==> config.mk <==
export PLATFORM = sky130hd
export DESIGN_NAME = wb_arbiter
export DESIGN_NICKNAME = d
export VERILOG_FILES = /design/src/rtl/wb_arbiter.sv
export SDC_FILE = /design/constraint.sdc
export NUM_CORES = 1
export LEC_CHECK = 0
export CORE_MARGIN = 1
export CORE_UTILIZATION = 54
export CTS_CLUSTER_SIZE = 28
export DETAILED_ROUTE_END_ITERATION = 16
export PLACE_DENSITY_LB_ADDON = 0.08
export SLEW_MARGIN = 20
export SYNTH_ARGS = -nofsm -noshare
export SYNTH_HDL_FRONTEND = slang
export SYNTH_SLANG_ARGS = --single-unit
==> constraint.sdc <==
create_clock -name clk -period 2.8 [get_ports clk]
set_input_delay 0.56 -clock clk [delete_from_list [all_inputs] [get_ports clk]]
set_output_delay 0.56 -clock clk [all_outputs]
set_load 0.005 [all_outputs]
==> src/rtl/wb_arbiter.sv <==
// wb_arbiter: merges ALU (priority) and FIFO-buffered slow-path results into one registered regfile write.
module wb_arbiter #(
  parameter int DEPTH        = 4,
  parameter int STARVE_LIMIT = 8
) (
  input  logic        clk,
  input  logic        rst,
  input  logic        alu_valid,
  output logic        alu_ready,
  input  logic [4:0]  alu_reg,
  input  logic [31:0] alu_data,
  input  logic        ld_valid,
  output logic        ld_ready,
  input  logic [4:0]  ld_reg,
  input  logic [31:0] ld_data,
  output logic [4:0]  write_reg,
  output logic [31:0] write_data_reg,
  output logic        regWrite,
  output logic [31:0] pending_mask
);
  localparam int AW = $clog2(DEPTH);
  localparam int SW = $clog2(STARVE_LIMIT + 1);
  logic [4:0]    fr [DEPTH];
  logic [31:0]   fd [DEPTH];
  logic [AW-1:0] wp, rp;
  logic [AW:0]   count;
  logic [SW-1:0] starve;
  logic          drain, alu_win, pop, push;
  assign drain    = (starve == SW'(STARVE_LIMIT)) && (count != 0);
  assign alu_ready = !drain;
  assign ld_ready  = count != (AW+1)'(DEPTH);
  assign alu_win   = alu_valid && alu_ready;
  assign pop       = !alu_win && (count != 0);
  // r0 loads are acknowledged but never occupy a slot
  assign push      = ld_valid && ld_ready && (ld_reg != 5'd0);
  always_ff @(posedge clk)
    if (push) begin
      fr[wp] <= ld_reg;
      fd[wp] <= ld_data;
    end
  always_ff @(posedge clk or posedge rst)
    if (rst) begin
      wp             <= '0;
      rp             <= '0;
      count          <= '0;
      starve         <= '0;
      write_reg      <= '0;
      write_data_reg <= '0;
      regWrite       <= 1'b0;
    end else begin
      if (push) wp <= wp + 1'b1;
      if (pop) rp <= rp + 1'b1;
      count    <= count + (AW+1)'(push) - (AW+1)'(pop);
      starve   <= (pop || count == 0) ? '0 :
                  (alu_win && starve != SW'(STARVE_LIMIT)) ? starve + 1'b1 : starve;
      regWrite <= alu_win ? (alu_reg != 5'd0) : pop;
      if (alu_win || pop) begin
        write_reg      <= alu_win ? alu_reg : fr[rp];
        write_data_reg <= alu_win ? alu_data : fd[rp];
      end
    end
  always_comb begin
    pending_mask = '0;
    for (int i = 0; i < DEPTH; i++)
      if ((AW+1)'(i) < count) pending_mask[fr[rp + AW'(i)]] = 1'b1;
    pending_mask[0] = 1'b0;
  end
endmodule

==> results.ini <==
[status]
outcome = finished, violations left
failed_checks = negative setup slack

[critical_path]
cp-end-kind = output port
cpMostUsedCell = sky130_fd_sc_hd__buf_6
top_cell_family_by_delay_on_the_critical_path = simple AND/OR/NAND/NOR gates
arrival_ns = 2.75
timing.critical_path.required_ns = 2.24
crit_path_max_incr_delay_ns = 0.54
setup.worst_path.start = rp[0]
critPathBufInv = 4
critical_path.reg2reg.startpoint = count[0]
path_class = reg2out
start_kind = register
worstPathCellList = buf_12 > buf_4 > mux4_2 > buf_6 > and4bb_1 > and2_1 > or4_4 > buf_6
crit_fanout = 7
crit_path_top_delay_cell = sky130_fd_sc_hd__dfrtp_4

[timing]
period_minus_slack_ns = 3.31
fin_worst_hold_slack_ns = 0.504
finalSetupTns_ns = -12.79
tightest_slew_ns = 0.982
timing.fmax_mhz = 302
final_critical_path_setup_slack_ns = -0.507
hold_viol = 0
slew_viol_final = 0
skew_ns = 0.0187
final.period_utilization_pct = 118
slew_limit_headroom_pct = 34.5
rsz0062_at_grt = true
setup_failing_eps_final = 31

[synth]
synth_top_area_share_pct = 47.4
number_of_flops_mapped_to_enable_cells_by_yosys = 148
synth_seq_area_share_pct = 60.5
synth.distinct_cells = 56
synthCells = 634
postSynthRegisterBits = 197
synthesis.nets = 723
postSynthAreaPerCell_sq_um = 14.8
async_reset_ff_share_pct = 24.9
syn_area_sq_um = 9370
yosysWarnings = 0
synth.top_cells.by_area = sky130_fd_sc_hd__edfxtp_1, sky130_fd_sc_hd__dfrtp_1, sky130_fd_sc_hd__mux4_2
ys_dominant_reg_cell = sky130_fd_sc_hd__edfxtp_1
post-synth-top-area-cell = sky130_fd_sc_hd__edfxtp_1

[cts]
cts_tree = done
clkLatencyLatePin_ns = 0.45
cts_root_buffer = sky130_fd_sc_hd__clkbuf_16
clock_sink_count = 197
tritoncts.num_buffers = 17
clk_pin_slew_ns = 0.08
ctsHtreeMaxLevel = 4
ctsHoldBuffers = 0
clk_path_buf_depth = 2

[pwr]
seq_power_share_pct = 27.1
switching_share_pct = 38.0
power_switching_mw = 5.93
internal_power_mw = 9.69
power.combinational.fraction_pct = 57.1
power_leakage_nw = 5.01
worst_ir_drop_vdd_v = 0.000867
power_frac_clock_pct = 15.8
cellPowerDensity_nw_per_um2 = 1170

[layout]
drive_gt1_share_pct = 40.0
largest_register_ffs = 128
area_growth_syn_to_fin_pct = 43.0
layoutNonFillerInstCount = 1156
antenna-diode-count = 0
final_common_cell = sky130_fd_sc_hd__edfxtp_1
layout.nets = 1012
most-common-layout-cells = sky130_fd_sc_hd__edfxtp_1, sky130_fd_sc_hd__clkdlybuf4s50_1, sky130_fd_sc_hd__buf_4

[floorplanning]
dieWidth_um = 134
area_of_the_die_sq_um = 17900
core_area_sq_um = 16800
ioPinCount = 150
initial_utilization_pct = 55.9
die_h_um = 134
std_cell_rows = 47

[placed_design]
globalplace.congestion = 0.933
numPortBuffers = 148
place_ws_ns = -0.495
place_hpwl_um = 18800
placed_insts = 1057

[grt]
grt_start_max_net_pins = 40
grt_first_pass_wirelength_um = 44600
grt_antenna_before_repair = 0
globalRouteTotalUtil_pct = 34.0
vias_in_the_first_global_route = 7930
grt_overflow = 0

[detailed_routing]
detail_route.wl_per_cell_um = 25.7
postRouteWirelength_um = 29700
via_per_inst = 6.58
antenna_violating_nets_post_route = 0
length_of_the_first_detailed_routing_pass_in_iterations = 5
drtIter0Drc = 643
via_count = 7603
post_route_drc = 0

[run]
maxCapViolations = 0

[worst_hold_path]
worst_min_delay_path_class = in2async

synth_stat cells, types with 2 or more instances:
| cell | count |
|---|---|
| sky130_fd_sc_hd__xor2_1 | 3 |
| sky130_fd_sc_hd__and3_1 | 2 |
| sky130_fd_sc_hd__buf_6 | 3 |
| sky130_fd_sc_hd__nor4_1 | 2 |
| sky130_fd_sc_hd__or4b_1 | 2 |
| sky130_fd_sc_hd__buf_2 | 5 |
| sky130_fd_sc_hd__mux4_2 | 45 |
| sky130_fd_sc_hd__a31oi_1 | 14 |
| sky130_fd_sc_hd__nand2_1 | 80 |
| sky130_fd_sc_hd__o22ai_1 | 29 |
| sky130_fd_sc_hd__nor3_1 | 6 |
| sky130_fd_sc_hd__a21oi_1 | 24 |
| sky130_fd_sc_hd__nand2b_1 | 3 |
| sky130_fd_sc_hd__o221ai_1 | 14 |
| sky130_fd_sc_hd__ha_1 | 10 |
| sky130_fd_sc_hd__xnor2_1 | 3 |
| sky130_fd_sc_hd__nor2_1 | 7 |
| sky130_fd_sc_hd__nor4b_2 | 3 |
| sky130_fd_sc_hd__mux4_1 | 7 |
| sky130_fd_sc_hd__mux2_2 | 3 |
| sky130_fd_sc_hd__nand3_1 | 5 |
| sky130_fd_sc_hd__clkbuf_1 | 25 |
| sky130_fd_sc_hd__and4b_1 | 2 |
| sky130_fd_sc_hd__buf_4 | 6 |
| sky130_fd_sc_hd__nor2b_1 | 11 |
| sky130_fd_sc_hd__nand4bb_1 | 2 |
| sky130_fd_sc_hd__nor4b_1 | 4 |
| sky130_fd_sc_hd__and2_1 | 9 |
| sky130_fd_sc_hd__nand3b_1 | 8 |
| sky130_fd_sc_hd__or3b_2 | 3 |
| sky130_fd_sc_hd__nor3b_1 | 4 |
| sky130_fd_sc_hd__or3_1 | 4 |
| sky130_fd_sc_hd__a22oi_1 | 15 |
| sky130_fd_sc_hd__dfrtp_1 | 49 |
| sky130_fd_sc_hd__edfxtp_1 | 148 |
| sky130_fd_sc_hd__inv_1 | 14 |
| sky130_fd_sc_hd__or4_1 | 3 |
| sky130_fd_sc_hd__and2b_1 | 2 |
| sky130_fd_sc_hd__a221o_1 | 37 |
| sky130_fd_sc_hd__buf_1 | 2 |
through the flow:
step	area, sq um	power [mW]	util [%]
after floorplan	9370	7.90	-
after global placement	11800	10.9	70.3
after detailed placement	11800	11.1	70.3
after CTS	13200	15.1	79.0
after global routing	13400	16.2	79.9
final	13400	15.6	79.9
cells by family (layout without fill, tap and decap cells):
family / after synthesis / after routing / share of synthesized area [%]
xor+xnor: 6 / 6 / 0.561
flops: 197 / 197 / 60.5
simple gates: 170 / 170 / 10.2
compound gates: 138 / 138 / 11.2
mux: 55 / 56 / 13.1
buf+inv: 56 / 357 / 2.81
other cells: 1 / 1 / 0.0400
fa+ha+maj: 11 / 11 / 1.55
power groups by stage:
stage	combinational, mW	clock [mW]	sequential, mW
floorplan	3.72	0	4.19
global placement	6.65	0	4.23
detailed placement	6.82	0	4.29
CTS	8.39	2.48	4.24
global route	9.34	2.58	4.29
finish	8.91	2.47	4.24
path summary, 6_finish.rpt:
path | end | slack (ns) | depth (start not counted)
setup / recovery | pending_mask[19] | -0.51 | 8
hold / removal | write_data_reg[18] | 0.50 | 2
setup reg to reg | write_data_reg[27] | 0.40 | 7
hold reg to reg | starve[0] | 0.52 | 1
max in group asynchronous | rp[0] | 1.70 | 3
min in group clk | starve[0] | 0.52 | 1
cell type report:
cell class	instances	area (sq um)
Fill cell	927	3360
Tap cell	220	275
Clock inverter	14	179
Inverter	14	52.6
Sequential cell	197	5680
Multi-Input combinational cell	382	3940
Clock buffer	18	429
Timing Repair Buffer	311	2850
layer usage:
metal | share of wire (%) | up-vias | GRT usage, %
met5 | 0 | - | 0
met4 | 4.3 | 0 | 17.4
met3 | 8.7 | 113 | 6.62
met2 | 51 | 556 | 57.2
met1 | 36 | 3766 | 42.0
li1 | - | 3168 | -
what timing repair did:
action | CTS | global route
endpoints found under the setup margin | 31 | 31
setup buffers | 64 | 10
resized for setup | 243 | 27
cloned | 1 | 0
pin swaps | 41 | 20
No activity file was read; power rests on OpenSTA's default activity.
